--- config.mk ---
export PLATFORM = sky130hd
export DESIGN_NAME = seq_booth_mul
export DESIGN_NICKNAME = d
export VERILOG_FILES = /design/src/rtl/seq_booth_mul.sv
export SDC_FILE = /design/constraint.sdc
export NUM_CORES = 1
export LEC_CHECK = 0
export CORE_ASPECT_RATIO = 1.1
export CORE_UTILIZATION = 33
export DETAILED_ROUTE_END_ITERATION = 8
export PLACE_DENSITY = 0.65
export SETUP_SLACK_MARGIN = 0.05
export SLEW_MARGIN = 5
export SYNTH_ARGS = -nofsm -noshare
export SYNTH_HDL_FRONTEND = slang
export SYNTH_SLANG_ARGS = --single-unit
--- constraint.sdc ---
create_clock -name clk -period 5.5 [get_ports clk]
set_input_delay 1.1 -clock clk [delete_from_list [all_inputs] [get_ports clk]]
set_output_delay 1.1 -clock clk [all_outputs]
set_load 0.01 [all_outputs]
--- src/rtl/seq_booth_mul.sv ---
// -----------------------------------------------------------------------------
// seq_booth_mul
//   Multi-cycle signed multiplier using radix-2 Booth recoding. It feeds the
//   7-segment sign/tens/ones display decoder in place of a combinational a*b.
//   The product register holds its value between operations, so the display
//   never sees intermediate partial products.
//
// Parameters
//   W        operand width (two's complement); product is 2*W bits
//
// Ports
//   clk      in   1     system clock, all state changes on posedge
//   rst      in   1     synchronous reset, active-high, beats start
//   start    in   1     one-cycle request; a and b sampled on the same edge
//   a        in   W     signed multiplicand
//   b        in   W     signed multiplier
//   busy     out  1     high while the Booth steps are running
//   done     out  1     one-cycle pulse; product valid from this cycle on
//   product  out  2W    signed a*b, held until the next result is written
//
// Handshake
//   start is accepted only when busy is low (IDLE, or the DONE cycle itself,
//   which allows back-to-back operations). A start seen while busy is high is
//   dropped and a/b are not re-sampled. done pulses for exactly one cycle per
//   accepted start, never in the same cycle as busy; a reset before done
//   aborts the operation and produces no done.
//
// Configuration macro
//   MUL_ZERO_SKIP_EN  when defined, a start with a==0 or b==0 jumps straight
//                     to DONE with product=0 (busy never raised). Products are
//                     identical in both builds; only latency differs.
// -----------------------------------------------------------------------------
module seq_booth_mul #(
    parameter int W = 4
) (
    input  logic             clk,
    input  logic             rst,
    input  logic             start,
    input  logic [W-1:0]     a,
    input  logic [W-1:0]     b,
    output logic             busy,
    output logic             done,
    output logic [2*W-1:0]   product
);

    localparam int CW = $clog2(W + 1);

    typedef enum logic [1:0] {
        IDLE = 2'd0,
        RUN  = 2'd1,
        DONE = 2'd2
    } state_t;

    state_t state;
    state_t state_nx;

    // Accumulator and multiplicand carry one extra bit so that M = -2^(W-1)
    // (and A - M) never overflow.
    logic [W:0]    acc;
    logic [W:0]    mcand;
    logic [W-1:0]  mplier;
    logic          q_1;
    logic [CW-1:0] count;

    logic          accept;
    logic          zero_op;
    logic          last_step;
    logic [W:0]    step_sum;
    logic [W:0]    acc_sh;
    logic [W-1:0]  mplier_sh;
    logic          q1_sh;

    assign accept    = start && ((state == IDLE) || (state == DONE));
    assign last_step = (state == RUN) && (count == CW'(1));

`ifdef MUL_ZERO_SKIP_EN
    assign zero_op = (a == '0) || (b == '0);
`else
    assign zero_op = 1'b0;
`endif

    // One Booth step: add/subtract M on the {Q[0], q_1} pair, then an
    // arithmetic right shift of the concatenation {A, Q, q_1}.
    always_comb begin
        step_sum = acc;
        case ({mplier[0], q_1})
            2'b01:   step_sum = acc + mcand;
            2'b10:   step_sum = acc - mcand;
            default: step_sum = acc;
        endcase
    end

    assign acc_sh    = {step_sum[W], step_sum[W:1]};
    assign mplier_sh = {step_sum[0], mplier[W-1:1]};
    assign q1_sh     = mplier[0];

    // ---------------------------------------------------------------- FSM
    always_ff @(posedge clk) begin
        if (rst) begin
            state <= IDLE;
        end else begin
            state <= state_nx;
        end
    end

    always_comb begin
        state_nx = state;
        busy     = 1'b0;
        done     = 1'b0;
        case (state)
            IDLE: begin
                if (start) begin
                    state_nx = zero_op ? DONE : RUN;
                end
            end
            RUN: begin
                busy = 1'b1;
                if (last_step) begin
                    state_nx = DONE;
                end
            end
            DONE: begin
                done = 1'b1;
                if (start) begin
                    state_nx = zero_op ? DONE : RUN;
                end else begin
                    state_nx = IDLE;
                end
            end
            default: state_nx = IDLE;
        endcase
    end

    // ----------------------------------------------------------- datapath
    always_ff @(posedge clk) begin
        if (rst) begin
            acc     <= '0;
            mcand   <= '0;
            mplier  <= '0;
            q_1     <= 1'b0;
            count   <= '0;
            product <= '0;
        end else if (accept) begin
            acc    <= '0;
            mcand  <= {a[W-1], a};
            mplier <= b;
            q_1    <= 1'b0;
            count  <= CW'(W);
            if (zero_op) begin
                product <= '0;
            end
        end else if (state == RUN) begin
            acc    <= acc_sh;
            mplier <= mplier_sh;
            q_1    <= q1_sh;
            count  <= count - CW'(1);
            // The final step's shifted value is written directly, so product
            // only changes on the edge that enters DONE.
            if (last_step) begin
                product <= {acc_sh[W-1:0], mplier_sh};
            end
        end
    end

endmodule
### Word-level counts from Yosys, hierarchy flattened

Cells that the tools add are included.

| cells by class | value |
|---|---|
| add/subtract/negate cells | 3 |
| equality and inequality tests | 7 |
| reductions and logical operators | 8 |
| bitwise operators | 1 |
| multiplexer cells | 11 |

Operators by type and width:

| operator | number |
|---|---|
| $pmux W5 S2 | 1 |
| $mux W4 | 2 |
| $mux W3 | 2 |
| $pmux W2 S3 | 1 |
| $add A4 B4 Y5 | 1 |
| $sub A4 B4 Y5 | 1 |
| $eq A2 B1 Y1 const B | 2 |
| $eq A2 B2 Y1 const B | 2 |
| $mux W2 | 2 |
| $ne A2 B2 Y1 const B | 2 |
| $eq A3 B1 Y1 const B | 1 |
| $mux W1 | 3 |
| $reduce_and A3 Y1 | 1 |
| $sub A3 B1 Y3 const B | 1 |
| $logic_and A1 B1 Y1 | 2 |
| $logic_not A2 Y1 | 1 |
| $reduce_and A2 Y1 | 1 |
| $reduce_bool A2 Y1 | 1 |
| $reduce_or A2 Y1 | 1 |
| $logic_or A1 B1 Y1 | 1 |
| $not A1 Y1 | 1 |

| storage, ports and cells | value |
|---|---|
| logic and storage cells | 38 |
| output and inout port bits | 10 |
| bits of input ports | 11 |
| bits in registers | 26 |

### Logic depth before layout (Yosys ltp)

| depth | value |
|---|---|
| depth after elaboration | 5 |
| depth in mapped cells | 10 |
| gate-level depth less buffers | 10 |

### Worst setup path after synthesis

Ideal clock, no wire load.

| timing | value |
|---|---|
| path kind | flip-flop to flip-flop |
| start | register mcand[0] |
| end | register product[7] |
| setup time | 0.091 ns |
| data required time | 5.409 ns |
| arrival time | 2.255 ns |
| period minus slack after synthesis | 2.346 ns |
| path buffers | 0 |
| stages on the path, launching flop included | 10 |
| slack | 3.154 ns |
| cell sequence | dfxtp_1 inv_1 ha_1 mux2_2 fa_1 nand2b_1 a21oi_2 xnor2_1 or3_1 a311oi_1 |

| on the way | value |
|---|---|
| cells in the longest elaborated chain, start to end | 2 |
| elaborated cells on any way between the ends | 3 |
| those cells by class | add/sub (2); mux (1) |

Ends and longest elaborated chain:

| item | RTL line | text |
|---|---|---|
| from (decl) | 60 | `logic [W:0] mcand;` |
| from (signal assigned) | 145 | `mcand <= {a[W-1], a};` |
| $sub A4 B4 Y5 or $add A4 B4 Y5 (tied branches) | 88, 87 |  |
| $pmux W5 S2 * | 86 | `case ({mplier[0], q_1})` |
| to (signal assigned) | 160 | `product <= {acc_sh[W-1:0], mplier_sh};` |
| to (decl) | 43 | `output logic [2*W-1:0] product` |

Every way passes the cells marked *; elsewhere a longest branch is shown, timed or not.
A chain may end at the register's enable or synchronous reset.

### Final worst setup path

| timing | value |
|---|---|
| start | register state[1] |
| end | output port busy |

| on the way | value |
|---|---|
| cells in the longest elaborated chain, start to end | 2 |

Ends and longest elaborated chain:

| item | RTL line | text |
|---|---|---|
| from (decl) | 54 | `state_t state;` |
| from (signal assigned) | 102 | `state <= state_nx;` |
| $eq A2 B1 Y1 | 110 | `case (state)` |
| $mux W1 | 110 |  |
| to (decl) | 41 | `output logic busy,` |

Every way passes these cells.

==> metrics <==
outcome finished, final reports clean; Yosys top cell by area dfxtp_1; Crit Path Category register to output port; Leakage between 0.0005 and 0.0006 uW; Detailed Route WL around 2700 um; Post-CTS Resized 0; io pins 21; Min-Delay Endpoint q_1; Max Cap Violations 0; Mean Syn Cell Area between 8 and 9 um2; Syn Nets 171; Reg-to-Reg Start mplier[0]; CTS H-tree depth 1; DP HPWL around 2000 um; setup_tns 0 ps; top cells by area, synth dfxtp_1 (40%), ha_1 (7.8%), nor2_1 (7.0%), mux2i_1 (5.4%), nand2_1 (4.7%); CTS Buf Count 3; grt ovf 0; clock skew 3.63 ps; Die Span Y 67.6 um; Post-synth EDFFs 0; ys flop type dfxtp_1; initial antenna violation count 0; Critical Path Fanout Max 13; Pins Over Slew Limit 0; hold wc startpoint q_1; root buffer cell clkbuf_8; Critical Path Source Type register; die width between 60 and 70 um; FF+latch count, synth 26; gpl congestion ~0.76; Min-Delay Path Class register to register; CP Cell Sequence nand2b_1 -> inv_2 -> clkdlybuf4s50_1; switching pwr around 130 uW; Seq/Total Area, Yosys 0.403; Area growth syn-to-layout 23.7%; share of cells above drive strength 1 0.0655; final-stage net count 189; endpoint class of the critical path output port; Post-CTS Setup Repair Bufs 0; clock sink count 26; Clock Power Share 0.344; Rel. slew slack 0.364; post-synth cell types 32; commonest non-fill, non-tap cell in the layout dfxtp_1; Post-Synthesis Cells 151; vias approximately 1100; synth warn 0; vias in the first global route just under 1000; Final period util 0.525; Crit path largest cell delay around 580 ps; n_diodes 0; most frequent cells in the layout dfxtp_1 (26), nor2_1 (24), clkdlybuf4s50_1 (20); FMAX 346 MHz; RSZ-0062 raised after global routing false; switching part of the total 0.270; synthesized cell area ~0.0013 mm2; Slowest-stage cell, CP clkdlybuf4s50_1; post-synth top area share 0.403; FF/Latch Area around 520 um2; Buffers on Ports 20; Vias/cell between 4 and 5; Antenna Nets Post-Route 0; clock slew at reported path FFs around 90 ps; worst setup margin approximately 2600 ps; first-pass GRT wire length 4270 um; Initial Utilization 0.350; Worst Tran Pin Value about 950 ps; largest net degree at the start of global routing 22; clk buf depth 2; total iterations of the first detailed-routing run 4; R2R Path End acc[2]; initial DRC count 24; final hold viol count 0; Int Pwr ~340 uW; Final min period 2890 ps; die area 0.00416 mm2; Setup Viol. Count Final 0; CTS tree yes; Crit path required time between 4000 and 5000 ps; CP bufs+invs 2; Max IR drop VDD about 0.00014 V; core region area 0.00368 mm2; worst skew pair latency ~280 ps; Seq pwr share 0.440; FP Rows 23; Routed WL per cell between 10 and 15 um; fill cell count 385; Pwr Density 295 mW/mm2; R2R setup slack roughly 2900 ps; drc violations 0; Multi-input gate area approximately 700 um2; CP delay by family, top buffers and inverters; Gate power share 0.216; Reg2Reg Depth 9; worst slack at placement 2860 ps; hold path depth 2; Async SR Flop Fraction 0; cts hold-fix bufs 0; Total GRT Usage 0.139; Arr. time, crit path 1790 ps
registers in the layout, indices dropped and copies added, names as in the netlist:
name / cells
mcand: 4
acc: 4
q_1: 1
state: 2
count: 3
product: 8
mplier: 4
cell type report:
type / instances / share of cell area
multi-input cells: 109 / 0.443
flip-flops and latches: 26 / 0.326
repair buffers: 20 / 0.125
well taps: 50 / 0.0392
clock buffers: 3 / 0.0259
inverters: 9 / 0.0212
clock inverters: 1 / 0.0188
cells by family (layout without fill, tap and decap cells):
kind of cell               count (synthesis)  count (layout)  synth area share
muxes                                      9               9            0.0718
and+or+nand+nor                           58              58             0.209
xor gates and xnor gates                   6               6            0.0407
DFF                                       26              26             0.403
buffers and inverters                     16              33            0.0485
AOI/OAI and AO/OA                         27              27             0.134
adders and majority gates                  9               9            0.0931
Yosys cell counts, types with 2 or more instances:
| master | n |
|---|---|
| dfxtp_1 | 26 |
| nor2_1 | 24 |
| nand2_1 | 16 |
| a21oi_1 | 11 |
| ha_1 | 8 |
| inv_1 | 8 |
| mux2i_1 | 7 |
| a211oi_1 | 5 |
| nand2b_1 | 5 |
| nor3_1 | 5 |
| clkbuf_1 | 4 |
| xnor2_1 | 4 |
| nor2b_1 | 3 |
| o22ai_1 | 3 |
| a21oi_2 | 2 |
| a311oi_1 | 2 |
| mux2_2 | 2 |
| xor2_1 | 2 |
tightest hold or removal path, delay by kind of cell (launching register included):
family	cells	cell delay, ps
flip-flops	1	320
AO/OA/AOI/OAI	1	60
AND/OR/NAND/NOR	1	50
how the worst max path moves through the flow:
stage	startpoint	endpoint	slack, ps	depth (start not counted)
after floorplan	mcand[0]	product[7]	3150	9
after global placement	rst	count[1]	2900	3
after detailed placement	rst	acc[1]	2860	3
after CTS	state[1]	busy	2600	3
after global routing	state[1]	busy	2520	3
final	state[1]	busy	2610	3
per-layer routing:
| metal | share of wire | vias to the layer above | track usage |
|---|---|---|---|
| met4 | 0.012 | 0 | 0.0417 |
| met1 | 0.44 | 508 | 0.164 |
| li1 | - | 545 | - |
| met2 | 0.51 | 18 | 0.245 |
| met3 | 0.038 | 5 | 0.0326 |
| met5 | 0 | - | 0 |
power by group through the flow:
stage / Sequential (uW) / Clock [uW] / Combinational, uW
after global placement: 211 / 0 / 97.7
final: 207 / 162 / 101
after floorplan: 210 / 0 / 76.6
after global routing: 208 / 172 / 113
after detailed placement: 211 / 0 / 102
after CTS: 207 / 165 / 102
stage by stage:
step / total power, uW / std cells / instance area, um2 / util / hold slack (ps)
after floorplan: 286 / 151 / 1290 / - / 436
after global routing: 493 / 218 / 1600 / 0.433 / 500
final: 470 / 218 / 1600 / 0.433 / 474
after CTS: 474 / 218 / 1600 / 0.433 / 478
after detailed placement: 313 / 214 / 1520 / 0.414 / 460
after global placement: 309 / 214 / 1520 / 0.414 / 456
No activity file was read; power rests on OpenSTA's default activity.
